==> config.mk <==
export PLATFORM = sky130hd
export DESIGN_NAME = axi_master_engine
export DESIGN_NICKNAME = d
export VERILOG_FILES = /design/src/rtl/axi_master_engine.sv
export SDC_FILE = /design/constraint.sdc
export NUM_CORES = 1
export LEC_CHECK = 0
export ABC_AREA = 1
export BUFFER_PORTS_ARGS = -buffer_cell sky130_fd_sc_hd__buf_2
export CAP_MARGIN = 20
export CORE_AREA = 2 2 130 132
export CTS_CLUSTER_SIZE = 40
export DETAILED_ROUTE_END_ITERATION = 12
export DIE_AREA = 0 0 132 134
export PLACE_DENSITY = 0.56
export SETUP_SLACK_MARGIN = 0.4
export SYNTH_ARGS = -nofsm -noshare
export SYNTH_HDL_FRONTEND = slang
export SYNTH_SLANG_ARGS = --single-unit
==> constraint.sdc <==
create_clock -name aclk -period 1.35 [get_ports aclk]
set_clock_uncertainty 0.1 [all_clocks]
set_input_delay 0.135 -clock aclk [delete_from_list [all_inputs] [get_ports aclk]]
set_output_delay 0.135 -clock aclk [all_outputs]
set_load 0.1 [all_outputs]
==> src/rtl/axi_master_engine.sv <==
// rtl/axi_master_engine.sv - AXI3 single-burst INCR master engine; optional 4 KB boundary reject under AXI_MASTER_4K_CHECK_EN
module axi_master_engine #(
    parameter int ADDR_WIDTH = 32,
    parameter int DATA_WIDTH = 32,
    parameter int ID_WIDTH   = 4
) (
    input  logic                    aclk,
    input  logic                    arst,
    // command port
    input  logic                    cmd_valid,
    output logic                    cmd_ready,
    input  logic                    cmd_write,
    input  logic [ADDR_WIDTH-1:0]   cmd_addr,
    input  logic [3:0]              cmd_len,
    input  logic [ID_WIDTH-1:0]     cmd_id,
    // user write data stream
    input  logic [DATA_WIDTH-1:0]   usr_wdata,
    input  logic                    usr_wvalid,
    output logic                    usr_wready,
    // user read data stream
    output logic [DATA_WIDTH-1:0]   usr_rdata,
    output logic                    usr_rvalid,
    output logic                    usr_rlast,
    input  logic                    usr_rready,
    // completion
    output logic                    done,
    output logic [1:0]              done_resp,
    // AW channel
    output logic [ID_WIDTH-1:0]     awid,
    output logic [ADDR_WIDTH-1:0]   awaddr,
    output logic [3:0]              awlen,
    output logic [2:0]              awsize,
    output logic [1:0]              awburst,
    output logic [1:0]              awlock,
    output logic [3:0]              awcache,
    output logic [2:0]              awprot,
    output logic [3:0]              awqos,
    output logic [3:0]              awregion,
    output logic                    awvalid,
    input  logic                    awready,
    // W channel
    output logic [ID_WIDTH-1:0]     wid,
    output logic [DATA_WIDTH-1:0]   wdata,
    output logic [DATA_WIDTH/8-1:0] wstrb,
    output logic                    wlast,
    output logic                    wvalid,
    input  logic                    wready,
    // B channel
    input  logic [ID_WIDTH-1:0]     bid,
    input  logic [1:0]              bresp,
    input  logic                    bvalid,
    output logic                    bready,
    // AR channel
    output logic [ID_WIDTH-1:0]     arid,
    output logic [ADDR_WIDTH-1:0]   araddr,
    output logic [3:0]              arlen,
    output logic [2:0]              arsize,
    output logic [1:0]              arburst,
    output logic [1:0]              arlock,
    output logic [3:0]              arcache,
    output logic [2:0]              arprot,
    output logic [3:0]              arqos,
    output logic [3:0]              arregion,
    output logic                    arvalid,
    input  logic                    arready,
    // R channel
    input  logic [ID_WIDTH-1:0]     rid,
    input  logic [DATA_WIDTH-1:0]   rdata,
    input  logic [1:0]              rresp,
    input  logic                    rlast,
    input  logic                    rvalid,
    output logic                    rready
);

    localparam int         BYTES  = DATA_WIDTH / 8;
    localparam logic [2:0] AXSIZE = 3'($clog2(BYTES));

    typedef enum logic [2:0] {
        IDLE, WR_ADDR, WR_DATA, WR_RESP, RD_ADDR, RD_DATA, DONE
    } state_t;

    state_t                  state, state_next;
    logic [ADDR_WIDTH-1:0]   addr_q;
    logic [3:0]              len_q;
    logic [ID_WIDTH-1:0]     id_q;
    logic [4:0]              beat_q;     // one spare bit so an over-long read burst is still seen as a mismatch
    logic [1:0]              resp_q;
    logic                    err_q;
    logic                    cmd_ready_q;

    logic                    cmd_fire;
    logic                    cmd_reject;
    logic                    w_fire;
    logic                    r_fire;
    logic [1:0]              rd_max;
    logic                    rd_bad;

    assign cmd_fire = (state == IDLE) && cmd_valid && cmd_ready_q;
    assign w_fire   = wvalid && wready;
    assign r_fire   = rvalid && rready;

`ifdef AXI_MASTER_4K_CHECK_EN
    logic [15:0] burst_end;

    // Reject a command whose last byte lands past the 4 KB page it starts in
    always_comb begin
        burst_end  = 16'(cmd_addr[11:0]) + ((16'(cmd_len) + 16'd1) * 16'(BYTES));
        cmd_reject = (burst_end > 16'd4096);
    end
`else
    assign cmd_reject = 1'b0;
`endif

    // Read-side status: worst response so far, and any protocol error (ID or beat count)
    always_comb begin
        rd_max = (rresp > resp_q) ? rresp : resp_q;
        rd_bad = err_q || (rid != id_q) || (rlast && (beat_q != {1'b0, len_q}));
    end

    // Fixed burst attributes and latched command payload
    assign awid     = id_q;
    assign awaddr   = addr_q;
    assign awlen    = len_q;
    assign awsize   = AXSIZE;
    assign awburst  = 2'b01;
    assign awlock   = 2'b00;
    assign awcache  = 4'd0;
    assign awprot   = 3'd0;
    assign awqos    = 4'd0;
    assign awregion = 4'd0;
    assign arid     = id_q;
    assign araddr   = addr_q;
    assign arlen    = len_q;
    assign arsize   = AXSIZE;
    assign arburst  = 2'b01;
    assign arlock   = 2'b00;
    assign arcache  = 4'd0;
    assign arprot   = 3'd0;
    assign arqos    = 4'd0;
    assign arregion = 4'd0;

    assign wid       = id_q;
    assign wdata     = usr_wdata;
    assign wstrb     = '1;
    assign wlast     = (state == WR_DATA) && (beat_q == {1'b0, len_q});
    assign usr_rdata = rdata;
    assign usr_rlast = rlast && (state == RD_DATA);
    assign cmd_ready = cmd_ready_q;
    assign done_resp = resp_q;

    // State register
    always_ff @(posedge aclk) begin
        if (arst) begin
            state <= IDLE;
        end else begin
            state <= state_next;
        end
    end

    // Next-state and channel handshake outputs
    always_comb begin
        state_next = state;
        awvalid    = 1'b0;
        arvalid    = 1'b0;
        wvalid     = 1'b0;
        usr_wready = 1'b0;
        bready     = 1'b0;
        rready     = 1'b0;
        usr_rvalid = 1'b0;
        done       = 1'b0;
        case (state)
            IDLE: begin
                if (cmd_fire) begin
                    if (cmd_reject) begin
                        state_next = DONE;
                    end else if (cmd_write) begin
                        state_next = WR_ADDR;
                    end else begin
                        state_next = RD_ADDR;
                    end
                end
            end
            WR_ADDR: begin
                awvalid = 1'b1;
                if (awready) begin
                    state_next = WR_DATA;
                end
            end
            WR_DATA: begin
                wvalid     = usr_wvalid;
                usr_wready = wready;
                if (usr_wvalid && wready && wlast) begin
                    state_next = WR_RESP;
                end
            end
            WR_RESP: begin
                bready = 1'b1;
                if (bvalid) begin
                    state_next = DONE;
                end
            end
            RD_ADDR: begin
                arvalid = 1'b1;
                if (arready) begin
                    state_next = RD_DATA;
                end
            end
            RD_DATA: begin
                rready     = usr_rready;
                usr_rvalid = rvalid;
                if (rvalid && usr_rready && rlast) begin
                    state_next = DONE;
                end
            end
            DONE: begin
                done       = 1'b1;
                state_next = IDLE;
            end
            default: begin
                state_next = IDLE;
            end
        endcase
    end

    // cmd_ready is registered so it only rises the cycle after reset or DONE
    always_ff @(posedge aclk) begin
        if (arst) begin
            cmd_ready_q <= 1'b0;
        end else begin
            cmd_ready_q <= (state_next == IDLE);
        end
    end

    // Command latch, beat counter and response accumulation
    always_ff @(posedge aclk) begin
        if (arst) begin
            addr_q <= '0;
            len_q  <= '0;
            id_q   <= '0;
            beat_q <= '0;
            resp_q <= 2'b00;
            err_q  <= 1'b0;
        end else begin
            if (cmd_fire) begin
                addr_q <= cmd_addr;
                len_q  <= cmd_len;
                id_q   <= cmd_id;
                beat_q <= '0;
                err_q  <= 1'b0;
                resp_q <= cmd_reject ? 2'b10 : 2'b00;
            end
            if ((state == WR_DATA) && w_fire) begin
                beat_q <= beat_q + 5'd1;
            end
            if ((state == WR_RESP) && bvalid) begin
                resp_q <= (bid != id_q) ? 2'b10 : bresp;
            end
            if ((state == RD_DATA) && r_fire) begin
                beat_q <= beat_q + 5'd1;
                err_q  <= rd_bad;
                if (rlast) begin
                    resp_q <= rd_bad ? 2'b10 : rd_max;
                end else begin
                    resp_q <= rd_max;
                end
            end
        end
    end

endmodule

# == Word level (Yosys, flattened, before mapping) ==
# Cells that the tools add are included.
# classes
magnitude_cmp,1
add_sub_neg,1
reduce_logical,21
n_eq_ne,10
mux,28
# ops
op,n
two-way mux 3 bit,7
case mux 3 bit (6 select lines),1
two-way mux 5 bit,3
logical AND 1 bit,14
two-way mux 2 bit,7
two-way mux 1 bit,10
"equality test 3 bit, second input constant",3
inequality test 4 bit,2
"equality test 3 x 2 -> 1 bit, second input constant",2
logical NOT 3 bit,2
nonzero test 3 bit,2
"adder 5 x 1 -> 5 bit, second input constant",1
equality test 5 x 4 -> 1 bit,1
inequality test 5 x 4 -> 1 bit,1
"equality test 3 x 1 -> 1 bit, second input constant",1
greater-than comparator 2 bit,1
logical OR 1 bit,2
nonzero test 2 bit,1
# word_totals
regBits,52
out_inout_bits,209

# == Depth between registers and ports, before layout ==
# Gate-level depths: netlist of the first run.
# depth
ltp_word,6
mapped_depth,10
ltp_nobuf,10

# == Worst setup path after synthesis of the first run ==
# OpenSTA, ideal clock, no wires.
# synth_path
path_type,reg-to-output
from,"register len_q[1], in the netlist arlen[1]"
to,output wlast
required_time_ns,1.115
arrival_time_ns,2.741
path_slack_ns,-1.626
path_buffers,0
stages_incl_launch_ff,7
path_cell_list,dfxtp_1 inv_1 nand2_1 o21ai_0 nor2_1 nand3_1 nor2_1
# synth_via
elab_chain_len,2
# synth_lines
item,line,rtl
from (decl),84,logic [3:0] len_q;
from (signal assigned),246,len_q <= cmd_len;
equality test 5 x 4 -> 1 bit,145,"assign wlast = (state == WR_DATA) && (beat_q == {1'b0, len_q});"
logical AND 1 bit,145,
to (decl),45,"output logic wlast,"
# Every way passes these cells.

# == Worst setup path after layout of the first run ==
# layout_path
from,register state[2]
to,output wlast
# layout_via
elab_chain_len,2
# layout_lines
item,line,rtl
from (decl),82,"state_t state, state_next;"
from (signal assigned),156,state <= state_next;
equality test 3 x 2 -> 1 bit,145,
logical AND 1 bit,145,
# Every way passes these cells.

==> results.md, run 1 <==
- Number of detailed-route iterations in the first pass: 4
- Post-Synthesis Cell Area: 0.00358 sq mm
- Number of antenna-violating nets in the routed design: 0
- Combinational group share of total power: 65.6%
- Vert. Die Dim: 134 um
- Total die area: 0.0177 sq mm
- End point of the most critical hold path: arlen[0]$_SDFFE_PP0P_
- Flop-to-flop setup slack: -0.19 ns
- Die width: 132 um
- Total count of max-transition violations in the final report: 0
- Main combinational cell family by area after synthesis: buffers and inverters
- Post-DP HPWL: 8030 um
- Area Growth Syn to Fin: 113%
- Via count of the first global-routing pass: 3523
- Fin. Hold Viols: 0
- Part of the cycle the worst path needs: 119%
- VDD IR-drop max: 0.701 mV
- Maximum buffer depth of the clock tree: 2
- First-iteration detailed-routing DRC count: 92
- GPL Wtd Cong: 0.825
- Launch instance of the worst register-to-register path: arlen[1]$_SDFFE_PP0P_
- Clock sink count: 52
- Number of primary I/O pins: 337
- Cell Rows: 47
- Fraction of power consumed by sequential logic: 19.3%
- Endpoint required time on the critical path: 1.12 ns
- Warnings, synthesis: 0
- Number of buffers inserted during clock tree synthesis: 5
- Outcome: finished, violations left
- Worst flop-to-flop path endpoint: done_resp[1]$_SDFFE_PP0P_
- Met1 usage in global routing: 15.1%
- Failing checks: negative setup slack
- Sw power: 5650 uW
- Grt peak-use layer: met2
- Worst Setup Path Type: reg -> out
- Met2 Usage GRT: 26.8%
- Number of cells on the worst reg-to-reg path: 11
- Area share of fa/ha/maj cells after synthesis: 1.40%
- Average via count per standard cell: 4.10
- Count of input and output buffers: 160
- Overall via count from detail_route: 3663
- CTS H-tree depth: 2
- Worst Hold Launch: cmd_len[0]
- Xor and xnor area share after synthesis: 1.96%
- TritonCTS clock tree: done
- Crit path capture type: output port
- Clock edge transition at the registers on the reported setup and hold paths: 0.07 ns
- Switch share: 50.3%
- Max-Cap Viols: 0
- Number of non-filler instances in the completed layout: 894
- Number of storage elements in the synthesis netlist: 52
- Average wire per cell in the routed design: 17.0 um
- Number of nets in the finished design: 803
- Internal power component: 5570 uW
- Highest achievable clock rate: 624 MHz
- Number of placed instances with taps included: 785
- Final-layout fill cell count: 1434
- Type of the tightest min-delay check: in -> reg
- Min Tclk post-route: 1.60 ns
- Global route total overflow: 0
- Sum Neg Setup Slack: -7.85 ns
- M3 GR Usage: 6.95%
- Final design area excluding fillers: 0.00765 sq mm
- Aggregate global-route resource usage: 15.2%
- CP startpoint kind: flop
- Share of the synthesized area in compound gates (AO/OA/AOI/OAI): 9.29%
- Synthesized instance count: 491
- Clk network pwr share: 15.1%
- Fin worst setup slack: -0.251 ns
- Overall routed net length: 15200 um
- RSZ-0062 raised after global routing: yes
- Static leakage power: 0.00328 uW
- Worst hold path stage count: 3
- DRC violations left: 0
- Pin count of the biggest net entering global routing: 44
- Worst-Skew Late Latency: 0.29 ns
- Average instance area after synthesis: 7.30 sq um
- Maximum fanout along the worst path: 4
- Wire length of the first global-routing pass: 20600 um
- Areal power density over the cells: 1470 mW/mm^2
- Arrival @ worst endpoint: 1.37 ns
- Placed inst area: 0.00463 sq mm
- Core outline area: 0.0163 sq mm
- Sequential share of the synthesized area: 29.1%
- Cell at the root of the clock tree: clkbuf_16
- Antenna violations before repair: 1
- Number of distinct library cells after synthesis: 31
- Portion of netlist area occupied by mux cells: 0%
- Setup violation total in the final timing report: 63
- Ratio of cells with drive above 1 in the final layout: 65.0%
- Starting density of the core: 22.0%
- Post-Synth Simple-Gate Area: 19.7%
[power groups by stage]
stage	Sequential (uW)	Combinational (uW)	Clock [uW]
after floorplan	3390	4360	0
after global placement	1990	5020	0
after detailed placement	2000	5030	0
after CTS	2160	6840	1760
after global routing	2190	7550	1790
final	2170	7350	1700
[registers in the layout (all words and copies together) (netlist names)]
name       cells
araddr        32
cmd_ready      1
beat_q         5
done_resp      2
arlen          4
err_q          1
arid           4
state          3
[layout make-up]
cell class | count | area (sq um) | area share [%]
repair buffers | 296 | 3890 | 50.9
multi-input cells | 282 | 1920 | 25.1
flip-flops and latches | 52 | 1210 | 15.9
well taps | 220 | 275 | 3.60
inverters | 34 | 148 | 1.93
clock buffers | 5 | 125 | 1.64
clock inverters | 3 | 68.8 | 0.900
diodes | 2 | 5.00 | 0.0654
[Yosys cell counts (all sizes together)]
| cell | count | area, sq um |
|---|---|---|
| buf | 164 | 1230 |
| o211ai | 1 | 7.51 |
| nand3 | 9 | 50.1 |
| nor3b | 1 | 12.5 |
| clkbuf | 5 | 18.8 |
| nor3 | 3 | 20.0 |
| ha | 4 | 50.1 |
| nand4 | 2 | 12.5 |
| o22ai | 1 | 6.26 |
| nor2 | 98 | 408 |
| inv | 34 | 128 |
| nor2b | 1 | 6.26 |
| o21ai | 48 | 240 |
| a21oi | 15 | 78.8 |
| xnor2 | 1 | 8.76 |
| xor2 | 7 | 61.3 |
| dfxtp | 52 | 1040 |
| conb | 2 | 7.51 |
| nor4 | 1 | 12.5 |
| nand2 | 42 | 183 |
[repair_timing]
action / 4_1_cts / 5_1_grt
endpoints found under the hold margin: 35 / 0
pin swaps: 29 / 28
hold buffers: 35 / 0
setup endpoints to repair: 149 / 149
gates cloned: 12 / 1
buffers inserted: 24 / 27
gates resized for setup: 373 / 101
[how the worst max path moves through the flow]
stage	start	to	slack [ns]
after floorplan	state[2]$_SDFF_PP0_	cmd_ready$_SDFF_PP0_	-0.41
after global placement	state[0]$_SDFF_PP0_	arid[0]$_SDFFE_PP0P_	-0.07
after detailed placement	arlen[1]$_SDFFE_PP0P_	done_resp[0]$_SDFFE_PP0P_	-0.11
after CTS	state[2]$_SDFF_PP0_	wlast	-0.26
after global routing	arlen[1]$_SDFFE_PP0P_	wlast	-0.32
final	state[2]$_SDFF_PP0_	wlast	-0.25
[per-stage QoR]
step           util (%)  setup WS, ns  hold WS, ns  total power, uW
2_1_floorplan         -        -0.406        0.169             7750
3_3_place_gp       28.4       -0.0750        0.171             7010
3_5_place_dp       28.4        -0.107        0.171             7030
4_1_cts            43.2        -0.257      0.00313            10800
5_1_grt            46.9        -0.321       0.0110            11500
6_report           46.9        -0.251      0.00693            11200
[layout by cell type, fill, tap and decap left out, drive strengths merged, types with 2 or more instances in the layout]
cell type / count
nor3: 3
bufinv: 2
inv: 32
clkbuf: 6
dfxtp: 52
nand4: 2
buf: 260
diode: 2
conb: 48
o21ai: 48
nor2: 98
a21oi: 15
clkinvlp: 2
nand2: 42
nand3: 9
dlygate4sd3: 35
ha: 4
xor2: 7
[kinds of logic (layout without fill, tap and decap cells)]
kind of cell	Yosys count	in the layout
xor+xnor	8	8
fa+ha+maj	4	4
other cells	2	50
buf+inv	203	338
flops	52	52
simple gates	157	157
compound gates	65	65
[worst max-delay path: stages (launching register included)]
cell,delay (ns)
dfxtp_4,0.38
inv_4,0.08
nand2_4,0.06
nor2_4,0.07
inv_2,0.05
buf_6,0.12
nor2_4,0.12
buf_12,0.18
[layer usage]
metal / share of wire, % / up-vias
li1: - / 1701
met1: 34 / 1681
met2: 50 / 232
met3: 12 / 49
met4: 4.7 / 0
met5: 0 / -
(Power assumes the default switching activity.)
==> run 2: changes to the inputs <==
- CORE_AREA: 2 2 130 132 -> 2 2 132 134
- CTS_BUF_LIST: default -> sky130_fd_sc_hd__clkbuf_8
- DIE_AREA: 0 0 132 134 -> 0 0 134 136
- PLACE_DENSITY: 0.56 -> 0.54
==> results.md, run 2 (synthesized netlist as in run 1, its figures left out) <==
- Cell Rows: 48
- Average via count per standard cell: 3.93
- Maximum fanout along the worst path: 5
- Util after Layout: 42.9%
- TritonCTS clock tree: done
- Pin count of the biggest net entering global routing: 44
- Overall via count from detail_route: 3508
- Number of flip-flops under the largest register name: 32
- Clock sink count: 52
- Post-DP HPWL: 8100 um
- GPL Wtd Cong: 0.825
- Endpoint required time on the critical path: 1.49 ns
- Setup violation total in the final timing report: 62
- Starting density of the core: 21.2%
- Crit path capture type: flop
- Total die area: 0.0182 sq mm
- Final worst hold slack: 0.0334 ns
- Min Tclk post-route: 1.67 ns
- VDD IR-drop max: 0.699 mV
- Number of cells on the worst reg-to-reg path: 10
- Number of nets in the finished design: 798
- Static leakage power: 0.00320 uW
- Slowest CP cell: dfxtp_4
- Vert. Die Dim: 136 um
- Worst flop-to-flop path endpoint: araddr[8]$_SDFFE_PP0P_
- Max-Cap Viols: 0
- Average wire per cell in the routed design: 15.9 um
- Via count of the first global-routing pass: 3407
- Number of detailed-route iterations in the first pass: 4
- Number of antenna-violating nets in the routed design: 0
- Type of the tightest min-delay check: in -> reg
- Total count of max-transition violations in the final report: 0
- Ratio of cells with drive above 1 in the final layout: 59.1%
- Crit path to: araddr[8]$_SDFFE_PP0P_
- First-iteration detailed-routing DRC count: 74
- Most frequent cells in the layout: buf_12, nor2_1, buf_2
- Max stage delay on crit path: 0.37 ns
- Overall routed net length: 14200 um
- Worst setup path start: state[2]$_SDFF_PP0_
- Final-layout fill cell count: 1534
- Core outline area: 0.0169 sq mm
- Outcome: finished, violations left
- Areal power density over the cells: 1420 mW/mm^2
- RSZ-0062 raised after global routing: yes
- Clock edge transition at the registers on the reported setup and hold paths: 0.10 ns
- Wire length of the first global-routing pass: 20100 um
- Part of the cycle the worst path needs: 124%
- Highest achievable clock rate: 599 MHz
- DRC violations left: 0
- Failing checks: negative setup slack
- Area Growth Syn to Fin: 102%
- Count of input and output buffers: 160
- Worst Setup Path Type: reg -> reg
- Arrival @ worst endpoint: 1.81 ns
- Setup WS pre-CTS: -0.117 ns
- Maximum buffer depth of the clock tree: 2
- Fin. Hold Viols: 0
- CTS H-tree depth: 2
- Launch instance of the worst register-to-register path: state[2]$_SDFF_PP0_
- Antenna Diode Count: 0
- Flop-to-flop setup slack: -0.32 ns
- Global route total overflow: 0
- Leading cell type in the layout, fill and taps excluded: buf_12
- Die width: 134 um
- CP bufs+invs: 6
- Number of buffers inserted during clock tree synthesis: 5
- Critical Path Stages: 10
- Worst-Skew Late Latency: 0.31 ns
- Ordered list of cells on the worst path: clkinv_4 > buf_6 > buf_6 > nand2_4 > nor2_4 > buf_12 > buf_12 > buf_16 > o21ai_1 > nor2_1
- Number of primary I/O pins: 337
- Cell at the root of the clock tree: clkbuf_8
- Cell family with most CP delay: buffers and inverters
- Antenna violations before repair: 0
- Aggregate global-route resource usage: 14.4%
- Sum Neg Setup Slack: -13.17 ns
- CP startpoint kind: flop
- Fin worst setup slack: -0.320 ns
==> run 2: worst min-delay path, stage by stage <==
cell	delay (ns)
buf_2	0.13
o21ai_4	0.07
a21oi_2	0.08
==> run 2: worst min-delay path by stage <==
stage,startpoint,to,slack [ns],cells after the start
after CTS,awready,state[1]$_SDFF_PP0_,-0.005,3
after detailed placement,usr_wdata[17],wdata[17],0.17,0
after floorplan,cmd_addr[16],araddr[16]$_SDFFE_PP0P_,0.17,2
after global placement,usr_wdata[17],wdata[17],0.17,0
after global routing,cmd_len[1],arlen[1]$_SDFFE_PP0P_,0.03,3
final,cmd_len[1],arlen[1]$_SDFFE_PP0P_,0.03,3
==> run 2: layer usage <==
metal	vias to the layer above	GRT usage, %	share of wire [%]
met1	1591	14.6	35
met3	35	5.67	11
met4	0	5.61	2.4
met5	-	0	0
li1	1681	-	-
met2	201	26.7	52
==> run 2: stage by stage <==
stage / power (uW) / cells / cell area, sq um
after floorplan: 7750 / 537 / 4580
after global placement: 7000 / 789 / 4610
after detailed placement: 7010 / 789 / 4610
after CTS: 9990 / 868 / 6820
after global routing: 10600 / 892 / 7240
final: 10300 / 892 / 7240
==> run 2: layout make-up <==
class	count	area (sq um)	area share, %
multi-input combinational	282	1690	23.4
tap	225	282	3.89
clock buffer	5	68.8	0.951
clock inverter	3	46.3	0.640
sequential	52	1210	16.8
timing repair buffer	291	3780	52.2
inverter	34	155	2.14
==> run 2: repair_timing <==
action / CTS / global route
endpoints found under the setup margin: 149 / 149
pin swaps: 21 / 34
setup buffers: 23 / 22
gates cloned: 9 / 2
hold buffers: 39 / 0
endpoints found under the hold margin: 40 / 0
resized for setup: 371 / 54
==> run 2: power breakdown <==
part / switching [uW] / total, uW / leakage (uW) / internal [uW]
combinational: 4470 / 7010 / 0.00269 / 2530
sequential: 359 / 2140 / 0.000458 / 1780
clock: 567 / 1130 / 0.0000548 / 560
total: 5400 / 10300 / 0.00320 / 4880
==> run 3: changes to the inputs <==
- HOLD_SLACK_MARGIN: default -> 0.12
==> results.md, run 3 (synthesized netlist as in run 1, its figures left out) <==
- First-iteration detailed-routing DRC count: 46
- Endpoint required time on the critical path: 1.49 ns
- Vert. Die Dim: 136 um
- Fin worst setup slack: -0.325 ns
- Total count of max-transition violations in the final report: 0
- Post-DP HPWL: 8100 um
- Core outline area: 0.0169 sq mm
- Switch share: 52.7%
- Number of flip-flops under the largest register name: 32
- Number of nets in the finished design: 796
- Slowest CP cell: dfxtp_4
- Total die area: 0.0182 sq mm
- Sum of internal, switching and leakage power: 10200 uW
- Fraction of power consumed by sequential logic: 21.0%
- Failing checks: negative setup slack
- Type of the tightest min-delay check: in -> reg
- Average via count per standard cell: 3.93
- Number of primary I/O pins: 337
- DRC violations left: 0
- Number of buffers inserted during clock tree synthesis: 5
- Number of antenna-violating nets in the routed design: 0
- Flop-to-flop setup slack: -0.33 ns
- Clock edge transition at the registers on the reported setup and hold paths: 0.10 ns
- Area Growth Syn to Fin: 98.8%
- Overall routed net length: 14000 um
- Fin. Hold Viols: 0
- Static leakage power: 0.00317 uW
- Via count of the first global-routing pass: 3422
- Setup WS pre-CTS: -0.117 ns
- Global route total overflow: 0
- Leading cell type in the layout, fill and taps excluded: buf_12
- Maximum fanout along the worst path: 5
- Crit path capture type: flop
- Die width: 134 um
- Combinational group share of total power: 67.9%
- Arrival @ worst endpoint: 1.82 ns
- Clock sink count: 52
- Max-Cap Viols: 0
- CP startpoint kind: flop
- Clk network pwr share: 11.1%
- CTS H-tree depth: 2
- Most frequent cells in the layout: buf_12, nor2_1, buf_2
- Maximum buffer depth of the clock tree: 2
- Sw power: 5350 uW
- Ordered list of cells on the worst path: clkinv_4 > buf_6 > buf_6 > nand2_4 > nor2_4 > buf_12 > buf_12 > buf_16 > o21ai_1 > nor2_1
- Final worst hold slack: 0.00826 ns
- VDD IR-drop max: 0.697 mV
- Overall via count from detail_route: 3502
- Count of input and output buffers: 160
- Sum Neg Setup Slack: -12.33 ns
- Ratio of cells with drive above 1 in the final layout: 57.4%
- Cell at the root of the clock tree: clkbuf_8
- Aggregate global-route resource usage: 14.4%
- Worst-Skew Late Latency: 0.31 ns
- Util after Layout: 42.2%
- Number of detailed-route iterations in the first pass: 4
- Min Tclk post-route: 1.68 ns
- Starting density of the core: 21.2%
- Setup violation total in the final timing report: 62
- Part of the cycle the worst path needs: 124%
- RSZ-0062 raised after global routing: yes
- GPL Wtd Cong: 0.825
- Antenna Diode Count: 0
- Max stage delay on crit path: 0.37 ns
- Pin count of the biggest net entering global routing: 44
- Wire length of the first global-routing pass: 20000 um
- Average wire per cell in the routed design: 15.7 um
- TritonCTS clock tree: done
- Antenna violations before repair: 0
- Internal power component: 4810 uW
- Number of buffers inserted for hold repair after clock tree synthesis: 41
- Highest achievable clock rate: 597 MHz
- Cell Rows: 48
- Areal power density over the cells: 1430 mW/mm^2
- Outcome: finished, violations left
- Final-layout fill cell count: 1549
- Worst Setup Path Type: reg -> reg
## run 3: changes by cell type in the layout (fill, tap and decap cells not counted), sizes merged
cell         change
buf              -3
clkbuf           -1
dlygate4sd3      +2
## run 3: per-stage QoR
stage	instance area [sq um]	instances
2_1_floorplan	4580	537
3_3_place_gp	4610	789
3_5_place_dp	4610	789
4_1_cts	6840	870
5_1_grt	7120	890
6_report	7120	890
## run 3: what timing repair did
action	in CTS	in global routing
endpoints found under the hold margin	50	4
buffers inserted	23	19
setup endpoints to repair	149	149
gates cloned	9	1
gates resized for setup	371	36
pin swaps	21	32
## run 3: layout make-up
type	count	area, sq um	area share, %
Tap cell	225	282	3.95
Clock buffer	5	68.8	0.966
Timing Repair Buffer	289	3730	52.4
Multi-Input combinational cell	282	1630	22.8
Sequential cell	52	1210	17.0
Inverter	34	155	2.18
Clock inverter	3	46.3	0.650
## run 3: path summary, 6_finish.rpt
check,from,cells after the start,to
setup / recovery,state[2]$_SDFF_PP0_,10,araddr[8]$_SDFFE_PP0P_
hold / removal,awready,3,state[1]$_SDFF_PP0_
setup reg to reg,state[2]$_SDFF_PP0_,10,araddr[8]$_SDFFE_PP0P_
hold reg to reg,err_q$_SDFFE_PP0P_,2,err_q$_SDFFE_PP0P_
## run 3: critical path: cells and delay by family, from the launching register on
kind | cells | cell delay (ns)
buffers and inverters | 6 | 0.66
DFF | 1 | 0.37
AOI/OAI and AO/OA | 1 | 0.07
and+or+nand+nor | 3 | 0.42
## run 3: power by group through the flow
stage / clock [uW] / combinational, uW / sequential (uW)
2_1_floorplan: 0 / 4360 / 3390
3_3_place_gp: 0 / 5010 / 1980
3_5_place_dp: 0 / 5020 / 1990
4_1_cts: 1190 / 6670 / 2140
5_1_grt: 1240 / 7100 / 2170
6_report: 1130 / 6900 / 2140
## run 3: per-layer routing
| metal | global-route usage, % | vias to the layer above | wire length [um] |
|---|---|---|---|
| met5 | 0 | - | 0 |
| met4 | 5.50 | 0 | 391 |
| met3 | 5.63 | 37 | 1430 |
| met2 | 26.7 | 202 | 7190 |
| met1 | 14.6 | 1588 | 4930 |
| li1 | - | 1675 | - |
